<file path="config.mk">
export PLATFORM = sky130hd
export DESIGN_NAME = fetch_pc_gen
export DESIGN_NICKNAME = d
export VERILOG_FILES = /design/src/rtl/fetch_pc_gen_pkg.sv /design/src/rtl/fetch_pc_fifo.sv /design/src/rtl/fetch_pc_gen.sv
export SDC_FILE = /design/constraint.sdc
export NUM_CORES = 1
export LEC_CHECK = 0
export BUFFER_PORTS_ARGS = -buffer_cell sky130_fd_sc_hd__clkbuf_2
export CAP_MARGIN = 20
export CORE_UTILIZATION = 54
export CTS_BUF_LIST = sky130_fd_sc_hd__clkbuf_8
export DETAILED_ROUTE_END_ITERATION = 6
export PLACE_DENSITY = 0.87
export SLEW_MARGIN = 20
export SYNTH_ARGS = -nofsm -noshare
export SYNTH_HDL_FRONTEND = slang
export SYNTH_HIERARCHICAL = 1
export SYNTH_SLANG_ARGS = --single-unit
</file>
<file path="constraint.sdc">
create_clock -name clk -period 4.25 [get_ports clk]
set_input_delay 0 -clock clk [delete_from_list [all_inputs] [get_ports clk]]
set_output_delay 0 -clock clk [all_outputs]
set_load 0.01 [all_outputs]
</file>
<file path="src/rtl/fetch_pc_gen_pkg.sv">
// Shared constants for the IF-stage fetch PC generator: FSM encodings,
// default bus width and boot address, and pointer sizing.
package fetch_pc_gen_pkg;

  localparam logic [0:0] FPG_BOOT = 1'b0;
  localparam logic [0:0] FPG_RUN  = 1'b1;

  localparam int unsigned  ADDR_BUS = 64;
  localparam logic [63:0]  INIT_PC  = 64'h0000_0000_8000_0000;

  // Pointers carry one extra wrap bit so full and empty are distinguishable.
  function automatic int unsigned fpg_ptr_width(input int unsigned depth);
    return $clog2(depth) + 1;
  endfunction

endpackage

</file>
<file path="src/rtl/fetch_pc_fifo.sv">
// Request/response tracking FIFO: pc captured on issue, inst filled in order
// on response, {pc, inst} popped by decode. Flush empties it in one cycle.
module fetch_pc_fifo
  import fetch_pc_gen_pkg::*;
#(
  parameter int unsigned ADDR_W = ADDR_BUS,
  parameter int unsigned INST_W = 32,
  parameter int unsigned DEPTH  = 4,
  parameter int unsigned PTR_W  = fpg_ptr_width(DEPTH)
) (
  input  logic              clk,
  input  logic              rst,
  input  logic              flush,
  input  logic              push,
  input  logic [ADDR_W-1:0] push_pc,
  input  logic              fill,
  input  logic [INST_W-1:0] fill_inst,
  input  logic              pop,
  output logic [PTR_W-1:0]  wr_ptr,
  output logic [PTR_W-1:0]  rsp_ptr,
  output logic [PTR_W-1:0]  rd_ptr,
  output logic              head_valid,
  output logic [ADDR_W-1:0] head_pc,
  output logic [INST_W-1:0] head_inst
);

  localparam int unsigned      IDX_W   = PTR_W - 1;
  localparam logic [PTR_W-1:0] PTR_ONE = PTR_W'(1);

  logic [ADDR_W-1:0] pc_mem   [DEPTH];
  logic [INST_W-1:0] inst_mem [DEPTH];

  logic [IDX_W-1:0] wr_idx;
  logic [IDX_W-1:0] rsp_idx;
  logic [IDX_W-1:0] rd_idx;

  assign wr_idx  = wr_ptr[IDX_W-1:0];
  assign rsp_idx = rsp_ptr[IDX_W-1:0];
  assign rd_idx  = rd_ptr[IDX_W-1:0];

  // NOTE: sequential state uses non-blocking assignments so every register
  // samples pre-edge values regardless of statement order.
  always_ff @(posedge clk) begin
    if (rst) begin
      wr_ptr  <= '0;
      rsp_ptr <= '0;
      rd_ptr  <= '0;
    end else begin
      if (push) begin
        wr_ptr <= wr_ptr + PTR_ONE;
      end
      if (flush) begin
        rsp_ptr <= wr_ptr;
        rd_ptr  <= wr_ptr;
      end else begin
        if (fill) begin
          rsp_ptr <= rsp_ptr + PTR_ONE;
        end
        if (pop) begin
          rd_ptr <= rd_ptr + PTR_ONE;
        end
      end
    end
  end

  // NOTE: the storage arrays have no reset; the pointers alone decide which
  // slots are live, so clearing the data would only cost reset fan-out.
  always_ff @(posedge clk) begin
    if (push) begin
      pc_mem[wr_idx] <= push_pc;
    end
    if (fill && !flush) begin
      inst_mem[rsp_idx] <= fill_inst;
    end
  end

  assign head_valid = (rsp_ptr != rd_ptr);
  assign head_pc    = pc_mem[rd_idx];
  assign head_inst  = inst_mem[rd_idx];

endmodule

</file>
<file path="src/rtl/fetch_pc_gen.sv">
// IF-stage fetch PC generator: issues sequential icache requests, pairs
// in-order responses with their PCs, and squashes stale work on redirect.
module fetch_pc_gen
  import fetch_pc_gen_pkg::*;
#(
  parameter int unsigned       ADDR_W      = ADDR_BUS,
  parameter int unsigned       INST_W      = 32,
  parameter logic [ADDR_W-1:0] RESET_PC    = INIT_PC[ADDR_W-1:0],
  parameter int unsigned       FETCH_BYTES = 4,
  parameter int unsigned       DEPTH       = 4
) (
  input  logic              clk,
  input  logic              rst,
  input  logic              stall_i,
  input  logic              redirect_valid_i,
  input  logic [ADDR_W-1:0] redirect_pc_i,
  output logic              icache_req_valid_o,
  input  logic              icache_req_ready_i,
  output logic [ADDR_W-1:0] icache_req_addr_o,
  input  logic              icache_resp_valid_i,
  input  logic [INST_W-1:0] icache_resp_data_i,
  output logic              inst_valid_o,
  input  logic              inst_ready_i,
  output logic [ADDR_W-1:0] inst_pc_o,
  output logic [INST_W-1:0] inst_o
);

  localparam int unsigned       PTR_W    = fpg_ptr_width(DEPTH);
  localparam logic [PTR_W-1:0]  PTR_ONE  = PTR_W'(1);
  localparam logic [PTR_W:0]    OCC_FULL = (PTR_W + 1)'(DEPTH);
  localparam logic [ADDR_W-1:0] PC_STEP  = ADDR_W'(FETCH_BYTES);

  logic [0:0]        state;
  logic [ADDR_W-1:0] fetch_pc;
  logic [PTR_W-1:0]  drop_cnt;
  logic [PTR_W-1:0]  drop_redirect;
  logic [PTR_W-1:0]  drop_sum;

  logic [PTR_W-1:0] wr_ptr;
  logic [PTR_W-1:0] rsp_ptr;
  logic [PTR_W-1:0] rd_ptr;
  logic [PTR_W:0]   occ;

  logic issue;
  logic drop_hit;
  logic fill;
  logic pop;

  // Dropped-but-outstanding responses still hold icache bandwidth, so they
  // count against the in-flight budget.
  assign occ = {1'b0, wr_ptr - rd_ptr} + {1'b0, drop_cnt};

  assign icache_req_valid_o = (state == FPG_RUN) && !stall_i && !redirect_valid_i
                              && (occ < OCC_FULL);
  assign icache_req_addr_o  = fetch_pc;

  assign issue    = icache_req_valid_o && icache_req_ready_i;
  assign drop_hit = icache_resp_valid_i && (drop_cnt != '0);
  assign fill     = icache_resp_valid_i && !drop_hit && (wr_ptr != rsp_ptr)
                    && !redirect_valid_i;
  assign pop      = inst_valid_o && inst_ready_i && !redirect_valid_i;

  // NOTE: every always_comb output gets a default first so no path can
  // leave it unassigned and infer a latch.
  always_comb begin
    drop_sum      = drop_cnt + (wr_ptr - rsp_ptr);
    drop_redirect = drop_sum;
    if (icache_resp_valid_i && (drop_sum != '0)) begin
      drop_redirect = drop_sum - PTR_ONE;
    end
  end

  always_ff @(posedge clk) begin
    if (rst) begin
      state    <= FPG_BOOT;
      fetch_pc <= RESET_PC;
      drop_cnt <= '0;
    end else begin
      state <= FPG_RUN;
      if (redirect_valid_i) begin
        fetch_pc <= redirect_pc_i;
        drop_cnt <= drop_redirect;
      end else begin
        if (issue) begin
          fetch_pc <= fetch_pc + PC_STEP;
        end
        if (drop_hit) begin
          drop_cnt <= drop_cnt - PTR_ONE;
        end
      end
    end
  end

  fetch_pc_fifo #(
    .ADDR_W (ADDR_W),
    .INST_W (INST_W),
    .DEPTH  (DEPTH),
    .PTR_W  (PTR_W)
  ) u_fifo (
    .clk        (clk),
    .rst        (rst),
    .flush      (redirect_valid_i),
    .push       (issue),
    .push_pc    (fetch_pc),
    .fill       (fill),
    .fill_inst  (icache_resp_data_i),
    .pop        (pop),
    .wr_ptr     (wr_ptr),
    .rsp_ptr    (rsp_ptr),
    .rd_ptr     (rd_ptr),
    .head_valid (inst_valid_o),
    .head_pc    (inst_pc_o),
    .head_inst  (inst_o)
  );

  // A response with nothing outstanding means the icache lost sync with us.
  always @(posedge clk) begin
    if (!rst && icache_resp_valid_i) begin
      assert (drop_cnt != '0 || wr_ptr != rsp_ptr)
        else $error("fetch_pc_gen: unsolicited icache response");
    end
  end

endmodule
</file>
# Word level (Yosys, flattened, before mapping)
# Memory sizes are Yosys's and may differ from the RTL's. A register that Yosys moved wholly into a read port is not among the register bits.
# Cells that the tools add are included.
[word_totals] regBits=77 ramBits=384 input_bits=103 n_memories=2
[mem_list] memory="u_fifo.pc_mem" words=4 width=64 read_ports=1 rd_clocked_by_memory_dff=1 wr=1 line="fetch_pc_fifo.sv:30" rtl="logic [ADDR_W-1:0] pc_mem [DEPTH];"
[mem_list] memory="u_fifo.inst_mem" words=4 width=32 read_ports=1 rd_clocked_by_memory_dff=1 wr=1 line="fetch_pc_fifo.sv:31" rtl="logic [INST_W-1:0] inst_mem [DEPTH];"
[classes] addsub=10 n_lt_le_gt_ge=1 eq_ne=2 mux=18 reduce_logical=21
[ops] operator="2-to-1 mux 64 bit" count=2
[ops] operator="adder 64 x 3 -> 64 bit (second input constant)" count=1
[ops] operator="2-to-1 mux 3 bit" count=7
[ops] operator="logical AND 1 bit" count=12
[ops] operator="adder 3 x 1 -> 3 bit (second input constant)" count=3
[ops] operator="2-to-1 mux 2 bit" count=4
[ops] operator="nonzero test 2 bit" count=4
[ops] operator="!= test 3 bit" count=2
[ops] operator="nonzero test 3 bit" count=2
[ops] operator="subtractor 3 x 1 -> 3 bit (second input constant)" count=2
[ops] operator="subtractor 3 bit" count=2
[ops] operator="2-to-1 mux 1 bit" count=5
[ops] operator="adder 3 x 3 -> 4 bit" count=1
[ops] operator="less-than comparator 4 x 3 -> 1 bit (second input constant)" count=1
[ops] operator="adder 3 bit" count=1
[ops] operator="zero test 1 bit" count=3

# Longest topological paths before layout
# Gate-level depths: netlist of run 1.
[logic_depth] ltp_word=9 mapped_depth=15 depth_no_buf=14

# By module
# Netlist of run 1, hierarchy kept.
[modules_own_cells] mod="fetch_pc_fifo" instances=1 cells_each=565 area_per_inst_um2=14462.6
[modules_own_cells] mod="fetch_pc_gen" instances=1 cells_each=573 area_per_inst_um2=4411.7

# Worst setup path before layout of run 1
# Ideal clock, no wire load.
[synth_path] path_kind="register to register" from="reg u_fifo.wr_ptr[0]" to="mem u_fifo/pc_mem[3][0] (netlist bit), enable pin" arrival_ps=4237 required_ps=3820 path_slack_ps=-417 path_stages_with_launch=13 path_buffers=1 synth_period_minus_slack_ps=4667 cell_sequence="dfxtp_1 > inv_1 > ha_1 > inv_1 > fa_1 > xor2_1 > xnor2_1 > ha_1 > or4b_1 > nand4bb_1 > clkinv_1 > clkbuf_1 > and2_1"
[synth_between] elab_chain_cells=7
[synth_rtl] item="start, declared" line="fetch_pc_fifo.sv:19" rtl="output logic [PTR_W-1:0] wr_ptr,"
[synth_rtl] item="start signal, assigned" line="fetch_pc_fifo.sv:50" rtl="wr_ptr <= wr_ptr + PTR_ONE;"
[synth_rtl] item="subtractor 3 bit" line="fetch_pc_gen.sv:51" rtl="assign occ = {1'b0, wr_ptr - rd_ptr} + {1'b0, drop_cnt};"
[synth_rtl] item="adder 3 x 3 -> 4 bit" line="fetch_pc_gen.sv:51"
[synth_rtl] item="less-than comparator 4 x 3 -> 1 bit" line="fetch_pc_gen.sv:54" rtl="&& (occ < OCC_FULL);"
[synth_rtl] item="logical AND 1 bit" line="fetch_pc_gen.sv:54"
[synth_rtl] item="logical AND 1 bit" line="fetch_pc_gen.sv:57" rtl="assign issue = icache_req_valid_o && icache_req_ready_i;"
[synth_rtl] item="via issue" line="fetch_pc_gen.sv:44" rtl="logic issue;"
[synth_rtl] item="2-to-1 mux 1 bit" line="fetch_pc_fifo.sv:69" rtl="if (push) begin"
[synth_rtl] item="2-to-1 mux 1 bit (implied by the code)" line="fetch_pc_fifo.sv:70" rtl="pc_mem[wr_idx] <= push_pc;"
[synth_rtl] item="end, declared" line="fetch_pc_fifo.sv:30"
# The timed path passes the listed nets, and every way through them passes these cells.

# Worst setup path after layout of run 1
[layout_path] from="reg u_fifo.wr_ptr[0]" to="reg fetch_pc[15], in the netlist icache_req_addr_o[15]"
[layout_between] elab_chain_cells=6
[layout_rtl] item="subtractor 3 bit" line="fetch_pc_gen.sv:51"
[layout_rtl] item="adder 3 x 3 -> 4 bit" line="fetch_pc_gen.sv:51"
[layout_rtl] item="less-than comparator 4 x 3 -> 1 bit" line="fetch_pc_gen.sv:54"
[layout_rtl] item="logical AND 1 bit" line="fetch_pc_gen.sv:54"
[layout_rtl] item="logical AND 1 bit" line="fetch_pc_gen.sv:57"
[layout_rtl] item="nonzero test 2 bit (no line)"
[layout_rtl] item="end signal, assigned" line="fetch_pc_gen.sv:81" rtl="fetch_pc <= redirect_pc_i;"
[layout_rtl] item="end signal, assigned" line="fetch_pc_gen.sv:85" rtl="fetch_pc <= fetch_pc + PC_STEP;"
[layout_rtl] item="end, declared" line="fetch_pc_gen.sv:34" rtl="logic [ADDR_W-1:0] fetch_pc;"
# Every way passes these cells.
# A chain may end at the register's enable or synchronous reset.

==> results of run 1 <==
## what timing repair did
| item | in CTS | in global routing |
|---|---|---|
| hold buffers | 99 | 0 |
| endpoints found under the hold margin | 200 | 0 |
| setup endpoints to repair | 0 | 0 |
## through the flow
| step | power (mW) | hold WS (ns) |
|---|---|---|
| floorplan | 5.72 | 0.0724 |
| global placement | 6.02 | 0.215 |
| detailed placement | 6.07 | 0.223 |
| CTS | 9.71 | 0.00892 |
| global route | 10.0 | 0.0951 |
| finish | 9.67 | 0.0588 |
## placed cells by master (no fill, tap or decap), drive strengths merged, types with 21 or more instances in the layout
cell type and n:
dlygate4sd3 99, dfxtp 79, clkbuf 348, nand4 27
nor3 24, nand2 46, nor2 42, a21oi 71
buf 23, o21ai 29, xnor2 24, and2 21
mux4 96, edfxtp 384, inv 56
## final timing paths
path / endpoint / slack [ns] / cells after the start
worst max-delay path: icache_req_addr_o[15] / 0.50 / 15
worst min-delay path: register / 0.06 / 4
worst max register to register: icache_req_addr_o[15] / 0.50 / 15
worst min register to register: u_fifo/pc_mem[2][1] / 0.55 / 0
## cell usage after synthesis (18+ instances only)
library cell	count	share of area, %
nand3_1	19	0.50
dfxtp_1	79	8.4
mux4_2	96	11
nand4_1	27	0.89
inv_1	23	0.46
nor3_1	23	0.61
nor4_1	19	0.63
a31oi_1	18	0.60
clkbuf_1	36	0.72
edfxtp_1	384	61
a21oi_1	70	1.9
and2_1	20	0.66
o21ai_0	29	0.77
nor2_1	42	0.84
ha_1	19	1.3
xnor2_1	24	1.1
nand2_1	46	0.91
## kinds of logic (layout without fill, tap and decap cells)
kind of cell / Yosys count / count (layout) / share of synthesized area, %
XOR/XNOR: 38 / 38 / 1.76
adder cells (fa/ha/maj): 22 / 22 / 1.58
multiplexers: 105 / 105 / 11.9
flip-flops: 463 / 463 / 69.5
AO/OA/AOI/OAI: 173 / 173 / 5.47
AND/OR/NAND/NOR: 248 / 248 / 7.21
buffers and inverters: 89 / 547 / 2.56
## per-layer routing
metal / up-vias / global-route usage (%) / routed length [um]
li1: 5358 / - / -
met1: 6232 / 33.9 / 18000
met5: - / 0 / 12
met4: 2 / 9.83 / 1330
met3: 112 / 6.10 / 4290
met2: 752 / 43.1 / 23000
## layout make-up
type | count | share of cell area [%]
timing repair buffer | 385 | 11.0
clock inverter | 53 | 1.11
tap | 455 | 2.47
inverter | 24 | 0.391
clock buffer | 85 | 5.08
sequential | 463 | 56.9
multi-input combinational | 586 | 23.0
## state kept, by name (all words and copies together), names as in the netlist, named ones only
| register | flops |
|---|---|
| u_fifo/pc_mem | 256 |
| u_fifo/rsp_ptr | 3 |
| u_fifo/inst_mem | 128 |
| u_fifo/rd_ptr | 3 |
| u_fifo/wr_ptr | 3 |
| drop_cnt | 3 |
| state | 1 |
| icache_req_addr_o | 64 |
## critical path: stages (launching register included)
cell       delay (ns)
dfxtp_1          0.36
inv_1            0.10
ha_1             0.15
inv_1            0.05
fa_1             0.37
xor2_1           0.16
xnor2_1          0.13
ha_1             0.31
nor2_1           0.07
nand4bb_4        0.14
clkinv_1         0.46
nor2_1           0.66
buf_4            0.30
a21oi_1          0.05
nand2b_1         0.17
a21oi_1          0.17
## where the power goes
group	switching [mW]	internal [mW]	total, mW	leakage (nW)
clock network	1.72	1.90	3.61	0.844
logic	0.477	0.439	0.916	3.15
registers	0.141	5.00	5.14	4.16
total	2.34	7.34	9.67	8.16
==> out/metrics.csv, run 1 <==
metric;value;unit
status;completed;
initial core utilization;54.8;%
hold crit path type;in2reg;
I/O Buffers;264;
EDFF count, synth;384;
fin crit share;88.3;%
Setup violations, final;0;
row cnt;68;
crit end category;register;
Hold Vio Cnt, Final;0;
post-DP HPWL;28.3;mm
layout cell share with drive strength beyond 1;31.2;%
setup slack at placement;0.639;ns
Layout Cells excl Fill;2051;
RSZ-0062 raised after global routing;false;
postcts setup bufs;0;
layout filler cell count;2290;
GRT Residual Overflow;0;
via count;12500;
Final Cell Area;0.0231;mm2
DIE AREA;0.0357;mm2
maxcap violations;0;
drt via density;6.07;
Ports;265;
fin worst setup slack;0.498;ns
Inst Count DP;1814;
Main synth FF type;edfxtp_1;
synthesized cell area;0.0189;mm2
Synth Net Count;1263;
syn_area_per_cell;16.6;um2
Slew HR;38.3;%
drt pass-1 iters;6;
clk_lat worst skew;0.63;ns
final core utilization;66.9;%
Multi-input gate area;0.00531;mm2
HP Start;inst_ready_i;
crit-path max FO;18;
Die H;189;um
CP Data Required Time;4.78;ns
drt initial violations;1169;
CTS tree;built;
Post-DP Area;0.0206;mm2
wire per inst;22.8;um
worst clock skew;0.0309;ns
# nets final;1660;
Die X;189;um
post-synth cell types;66;
Clk pin slew, worst setup/hold paths;0.07;ns
largest net degree at the start of global routing;74;
Worst-Margin Slew;0.926;ns
via count of the first global-routing pass;12400;
Reg area;0.0131;mm2
gate count of the mapped netlist;1138;
CTS buffer count;75;
Pleak;8.16;nW
Remaining DRCs;0;
GPL Wtd Cong;0.837;
# resized after CTS;0;
Tmin final;3.75;ns
core area;0.0345;mm2
antenna-violating nets left;0;
first-pass GRT wire length;70.7;mm
Root Driver;clkbuf_8;
Routed WL;46.7;mm
Setup crit start kind;register;
FF+latch count, synth;463;
Critical Path Start;u_fifo/wr_ptr[0];
WS Path Type;reg2reg;
Clock Sinks;463;
Yosys warning count;6;
VDD IR max;0.301;mV
clock buffer depth;3;
# H-tree levels;3;
ANT cells;0;
pwr dens;420;mW/mm2
RR Startpoint;u_fifo/wr_ptr[0];
initial antenna violation count;1;
Area Overhead vs Synth;22.1;%
setup TNS;0;ns
Fmax;0.267;GHz
pins over their slew limit;0;
crit path DAT;4.28;ns
sequential area share after synthesis;69.5;%
GRT Resource Usage Total;26.2;%
asr flop ratio synth;0;%
Power figures use the tool's default switching activity.
==> inputs of run 2 (changes only) <==
==> constraint.sdc (replaced) <==
create_clock -name clk -period 4.25 [get_ports clk]
set_input_delay 0 -clock clk [delete_from_list [all_inputs] [get_ports clk]]
set_output_delay 0 -clock clk [all_outputs]
set_load 0.02 [all_outputs]
==> run 2 against run 1 <==
Via count shrank 0.33%; critical endpoint is now icache_req_addr_o[20]; clock skew shrank 0.0040 ns; highest routed layer is now met4; fmax shrank 2.6%; largest power group unchanged; routed wire length grew 1.3%; core utilization grew 0.11 points; flip-flop and latch count is the same.
==> out/metrics.csv, run 2 (synthesis results as in run 1) <==
metric;value;unit;change
RSZ-0062 raised after global routing;false;;unchanged
reg2reg path depth;14;;was 15
most frequent cells in the layout;edfxtp_1, clkbuf_2, dlygate4sd3_1, mux4_2, clkbuf_8;;unchanged
Worst Hold Path EP;u_fifo/rd_ptr[0];;
layout cell share with drive strength beyond 1;30.9;%;was 31.2%
Root Driver;clkbuf_8;;unchanged
setup TNS;0;ns;unchanged
most common cell after layout, fill and taps aside;edfxtp_1;;unchanged
PnR Total Power;9.85;mW;was 9.67 mW
Area Overhead vs Synth;22.3;%;was 22.1%
worst clock skew;0.0269;ns;was 0.0309 ns
drt initial violations;1291;;was 1,169
CP Data Required Time;4.71;ns;was 4.78 ns
initial antenna violation count;1;;unchanged
drt via density;6.06;;was 6.07
Ports;265;;unchanged
row cnt;68;;unchanged
drt pass-1 iters;6;;unchanged
CTS buffer count;73;;was 75
wire per inst;23.1;um;was 22.8 um
Slew HR;38.5;%;was 38.3%
VDD IR max;0.308;mV;was 0.301 mV
GRT Resource Usage Total;26.3;%;was 26.2%
Largest stage delay, worst path;0.65;ns;was 0.66 ns
HP Start;inst_ready_i;;unchanged
via count;12400;;was 12,500
clk_lat worst skew;0.58;ns;was 0.63 ns
Reg area;0.0131;mm2;unchanged
Setup violations, final;0;;unchanged
Largest register FFs;256;;unchanged
Fmax;0.260;GHz;was 0.267 GHz
via count of the first global-routing pass;12100;;was 12,400
# nets final;1661;;was 1,660
layout filler cell count;2243;;was 2,290
Clk pin slew, worst setup/hold paths;0.07;ns;about the same
Reg with most FFs;u_fifo/pc_mem;;unchanged
Worst R2R End;icache_req_addr_o[20];;was icache_req_addr_o[15]
core area;0.0345;mm2;unchanged
critical-path cell list;inv_1, ha_1, inv_1, fa_1, xor2_1, xnor2_1, ha_1, nor2_1, nand4bb_4, clkinv_1, nor2_1, buf_4, o21ai_0, a21oi_1;;was inv_1, ha_1, inv_1, fa_1, xor2_1, xnor2_1, ha_1, nor2_1, nand4bb_4, clkinv_1, nor2_1, buf_4, a21oi_1, nand2b_1, a21oi_1
maxcap violations;0;;unchanged
GRT Residual Overflow;0;;unchanged
WP buf/inv;4;;unchanged
Hold Vio Cnt, Final;0;;unchanged
fin crit share;90.6;%;was 88.3%
Remaining DRCs;0;;unchanged
I/O Buffers;264;;unchanged
CP top delay family;buffers and inverters;;was simple AND/OR/NAND/NOR gates
largest net degree at the start of global routing;74;;unchanged
first-pass GRT wire length;71.2;mm;was 70.7 mm
crit-path max FO;21;;was 18
# H-tree levels;3;;unchanged
pwr dens;427;mW/mm2;was 420 mW/mm2
postcts setup bufs;0;;unchanged
Reg2Reg Setup Slack;0.40;ns;was 0.50 ns
initial core utilization;54.8;%;unchanged
hold crit path type;in2reg;;unchanged
clock buffer depth;3;;unchanged
WS Path Type;reg2reg;;unchanged
Die X;189;um;unchanged
Setup crit start kind;register;;unchanged
crit path DAT;4.31;ns;was 4.28 ns
crit end category;register;;unchanged
CP max stage cell;nor2_1;;unchanged
Worst-Margin Slew;0.922;ns;was 0.926 ns
DIE AREA;0.0357;mm2;unchanged
pins over their slew limit;0;;unchanged
Multi-input gate area;0.00531;mm2;unchanged
final core utilization;67.0;%;was 66.9%
RR Startpoint;u_fifo/wr_ptr[0];;unchanged
CTS tree;built;;unchanged
hold path cells;4;;unchanged
Routed WL;47.3;mm;was 46.7 mm
GPL Wtd Cong;0.861;;was 0.837
Clock Sinks;463;;unchanged
Tmin final;3.85;ns;was 3.75 ns
Die H;189;um;unchanged
Pleak;8.14;nW;was 8.16 nW
post-DP HPWL;28.9;mm;was 28.3 mm
Fin Hold WS;0.0833;ns;was 0.0588 ns
status;completed;;unchanged
antenna-violating nets left;0;;unchanged
-- run 2: per-stage QoR --
| step | std cells | worst slack, ns | area (um2) |
|---|---|---|---|
| after floorplan | 1138 | 0.274 | 18900 |
| after global placement | 1817 | 0.703 | 20700 |
| after CTS | 2048 | 0.558 | 23100 |
| after detailed placement | 1817 | 0.574 | 20700 |
| final | 2050 | 0.399 | 23100 |
| after global routing | 2050 | 0.203 | 23100 |
-- run 2: cell type report --
type                            instances  area share (%)
Clock inverter                         55            1.53
Multi-Input combinational cell        586            23.0
Clock buffer                           78            4.65
Tap cell                              455            2.47
Timing Repair Buffer                  388            11.1
Sequential cell                       463            56.8
Antenna cell                            1          0.0108
Inverter                               24           0.390
-- run 2: worst max path at each step --
stage | endpoint | cells after the start | from | slack (ns)
after floorplan | u_fifo/pc_mem[3][0] | 12 | u_fifo/wr_ptr[0] | 0.27
after global placement | icache_req_addr_o[27] | 15 | u_fifo/wr_ptr[0] | 0.70
after detailed placement | icache_req_addr_o[29] | 15 | u_fifo/wr_ptr[0] | 0.57
after CTS | u_fifo/pc_mem[3][0] | 12 | u_fifo/wr_ptr[0] | 0.56
after global routing | icache_req_addr_o[20] | 14 | u_fifo/wr_ptr[0] | 0.20
final | icache_req_addr_o[20] | 14 | u_fifo/wr_ptr[0] | 0.40
-- run 2: worst register-to-register path, cell delays in order, from the launching register on --
cell,delay [ns]
dfxtp_1,0.35
inv_1,0.10
ha_1,0.15
inv_1,0.05
fa_1,0.37
xor2_1,0.17
xnor2_1,0.14
ha_1,0.30
nor2_1,0.07
nand4bb_4,0.15
clkinv_1,0.49
nor2_1,0.65
buf_4,0.30
o21ai_0,0.12
a21oi_1,0.31
-- run 2: report_power, final --
part	internal, mW	leakage (nW)	switching (mW)	total (mW)
combinational	0.440	3.17	0.548	0.987
sequential	5.00	4.16	0.153	5.15
clock	2.00	0.805	1.71	3.71
total	7.44	8.14	2.41	9.85
-- run 2: routing by layer --
layer / routed length [um] / GRT usage [%] / share of wire (%)
met1: 17700 / 34.2 / 38
met2: 23600 / 43.8 / 50
met3: 4660 / 5.78 / 9.9
met4: 1310 / 9.40 / 2.8
met5: 0 / 0 / 0
-- run 2: timing repair --
item	4_1_cts	5_1_grt
endpoints found under the hold margin	196	0
gates resized for setup	0	0
hold buffers	98	0
==> inputs of run 3 (changes only) <==
--- a/config.mk
+++ b/config.mk
@@ -7,10 +7,12 @@
 export LEC_CHECK = 0
 export BUFFER_PORTS_ARGS = -buffer_cell sky130_fd_sc_hd__clkbuf_2
 export CAP_MARGIN = 20
-export CORE_UTILIZATION = 54
+export CELL_PAD_IN_SITES_DETAIL_PLACEMENT = 0
+export CELL_PAD_IN_SITES_GLOBAL_PLACEMENT = 2
+export CORE_UTILIZATION = 39
 export CTS_BUF_LIST = sky130_fd_sc_hd__clkbuf_8
 export DETAILED_ROUTE_END_ITERATION = 6
-export PLACE_DENSITY = 0.87
+export PLACE_DENSITY = 0.86
 export SLEW_MARGIN = 20
 export SYNTH_ARGS = -nofsm -noshare
 export SYNTH_HDL_FRONTEND = slang
==> run 3 against run 2 <==
Via count fell by 4.2%; sequential share of layout area fell by 0.87 points; flip-flop and latch count did not move; sequential power barely moved; cell count rose by 8.5%; combinational power barely moved; count of clock-buffer cells in the layout rose by 2; clock skew rose by 0.021 ns; routed wire length rose by 4.5%.
==> out/metrics.csv, run 3 (synthesis results as in run 1) <==
metric;value;unit;change
most frequent cells in the layout;edfxtp_1, clkbuf_2, dlygate4sd3_1, mux4_2, clkbuf_8;;unchanged
CTS buffer count;77;;was 73
Fmax;0.253;GHz;was 0.260 GHz
Post-DP Area;0.0209;mm2;was 0.0207 mm2
Setup violations, final;0;;unchanged
CP Data Required Time;4.84;ns;was 4.71 ns
GPL Wtd Cong;0.784;;was 0.861
pwr dens;420;mW/mm2;was 427 mW/mm2
Largest stage delay, worst path;0.55;ns;was 0.65 ns
status;completed;;unchanged
Tmin final;3.95;ns;was 3.85 ns
crit path DAT;4.53;ns;was 4.31 ns
Remaining DRCs;0;;unchanged
Clock Sinks;463;;unchanged
Die H;222;um;was 189 um
DRT met1 WL;21.0;mm;was 17.7 mm
GRT Resource Usage Total;20.2;%;was 26.3%
crit-path max FO;66;;was 21
Reg with most FFs;u_fifo/pc_mem;;unchanged
ANT cells;0;;was 1
wire length on met2;24.2;mm;was 23.6 mm
DIE AREA;0.0493;mm2;was 0.0357 mm2
top routing layer in use;met5;;was met4
postcts setup bufs;0;;unchanged
Final Cell Area;0.0234;mm2;was 0.0231 mm2
drt via density;5.35;;was 6.06
Clk pin slew, worst setup/hold paths;0.06;ns;was 0.07 ns
first-pass GRT wire length;74.3;mm;was 71.2 mm
Hold Vio Cnt, Final;0;;unchanged
setup slack at placement;0.580;ns;was 0.574 ns
# H-tree levels;3;;unchanged
fin crit share;92.8;%;was 90.6%
Root Driver;clkbuf_8;;unchanged
hold crit path type;in2reg;;unchanged
drt initial violations;960;;was 1,291
initial core utilization;39.5;%;was 54.8%
# nets final;1673;;was 1,661
Setup crit start kind;register;;unchanged
clock buffer depth;3;;unchanged
Routed WL;49.4;mm;was 47.3 mm
via count of the first global-routing pass;12000;;was 12,100
drt pass-1 iters;5;;was 6
CP top delay family;simple AND/OR/NAND/NOR gates;;was buffers and inverters
worst clock skew;0.0479;ns;was 0.0269 ns
Slew HR;36.5;%;was 38.5%
Fin Hold WS;0.0655;ns;was 0.0833 ns
Pleak;8.24;nW;was 8.14 nW
Die X;222;um;was 189 um
fin worst setup slack;0.305;ns;was 0.399 ns
I/O Buffers;264;;unchanged
maxcap violations;0;;unchanged
RSZ-0062 raised after global routing;false;;unchanged
post-DP HPWL;31.4;mm;was 28.9 mm
Worst-Margin Slew;0.952;ns;was 0.922 ns
initial antenna violation count;2;;was 1
largest net degree at the start of global routing;68;;was 74
core area;0.0477;mm2;was 0.0345 mm2
antenna-violating nets left;0;;unchanged
WS Path Type;reg2reg;;unchanged
WP buf/inv;4;;unchanged
critical-path cell list;inv_1, ha_1, inv_1, fa_1, xor2_1, xnor2_1, ha_1, or4b_1, nand4bb_4, buf_6, nor4_2, xor2_1, nand2_1, a21oi_1, dlygate4sd3_1;;was inv_1, ha_1, inv_1, fa_1, xor2_1, xnor2_1, ha_1, nor2_1, nand4bb_4, clkinv_1, nor2_1, buf_4, o21ai_0, a21oi_1
wire per inst;22.2;um;was 23.1 um
pins over their slew limit;0;;unchanged
via count;11900;;was 12,400
layout cell share with drive strength beyond 1;30.9;%;about the same
Largest register FFs;256;;unchanged
crit end category;register;;unchanged
VDD IR max;0.227;mV;was 0.308 mV
row cnt;80;;was 68
Ports;265;;unchanged
clk_lat worst skew;0.66;ns;was 0.58 ns
CP max stage cell;dlygate4sd3_1;;was nor2_1
setup TNS;0;ns;unchanged
GRT Residual Overflow;0;;unchanged
CTS tree;built;;unchanged
PnR Total Power;9.84;mW;was 9.85 mW
met3 WL;3.15;mm;was 4.66 mm
most common cell after layout, fill and taps aside;edfxtp_1;;unchanged
Area Overhead vs Synth;24.2;%;was 22.3%
## run 3: stage by stage
step / instances / util, %
2_1_floorplan: 1138 / -
3_3_place_gp: 1973 / 43.7
3_5_place_dp: 1973 / 43.7
4_1_cts: 2224 / 49.0
5_1_grt: 2225 / 49.1
6_report: 2225 / 49.1
## run 3: power breakdown
group	switching [mW]	internal, mW
Combinational	0.558	0.455
Clock	1.75	1.93
Sequential	0.146	5.00
Total	2.46	7.39
## run 3: routing by layer
| metal | up-vias | GRT usage, % |
|---|---|---|
| met5 | - | 0 |
| met4 | 4 | 6.83 |
| met3 | 71 | 4.97 |
| met2 | 385 | 32.7 |
| met1 | 6043 | 26.5 |
| li1 | 5395 | - |
## run 3: layout make-up
type / count / area (um2)
Inverter: 24 / 90.1
Timing Repair Buffer: 396 / 2720
Clock buffer: 80 / 1100
Multi-Input combinational cell: 586 / 5320
Sequential cell: 463 / 13100
Clock inverter: 61 / 332
Fill cell: 4063 / 24300
Tap cell: 615 / 769
## run 3: worst register-to-register path, delay by kind of cell (launching register included)
kind                       cells  cell delay (ns)
and+or+nand+nor                4             1.23
buffers and inverters          4             0.97
adders and majority gates      3             0.69
xor gates and xnor gates       3             0.49
DFF                            1             0.35
AOI/OAI and AO/OA              1             0.15
## run 3: repair_timing
action / CTS / global route
endpoints found under the setup margin: 0 / 2
hold buffers: 110 / 0
resized for setup: 0 / 2
endpoints found under the hold margin: 203 / 0
## run 3: final timing paths
check | start | to | slack (ns) | depth (start not counted)
setup / recovery | u_fifo/wr_ptr[0] | icache_req_addr_o[30] | 0.30 | 15
hold / removal | rst | icache_req_addr_o[38] | 0.07 | 2
setup reg to reg | u_fifo/wr_ptr[0] | icache_req_addr_o[30] | 0.30 | 15
hold reg to reg | icache_req_addr_o[1] | u_fifo/pc_mem[2][1] | 0.54 | 0
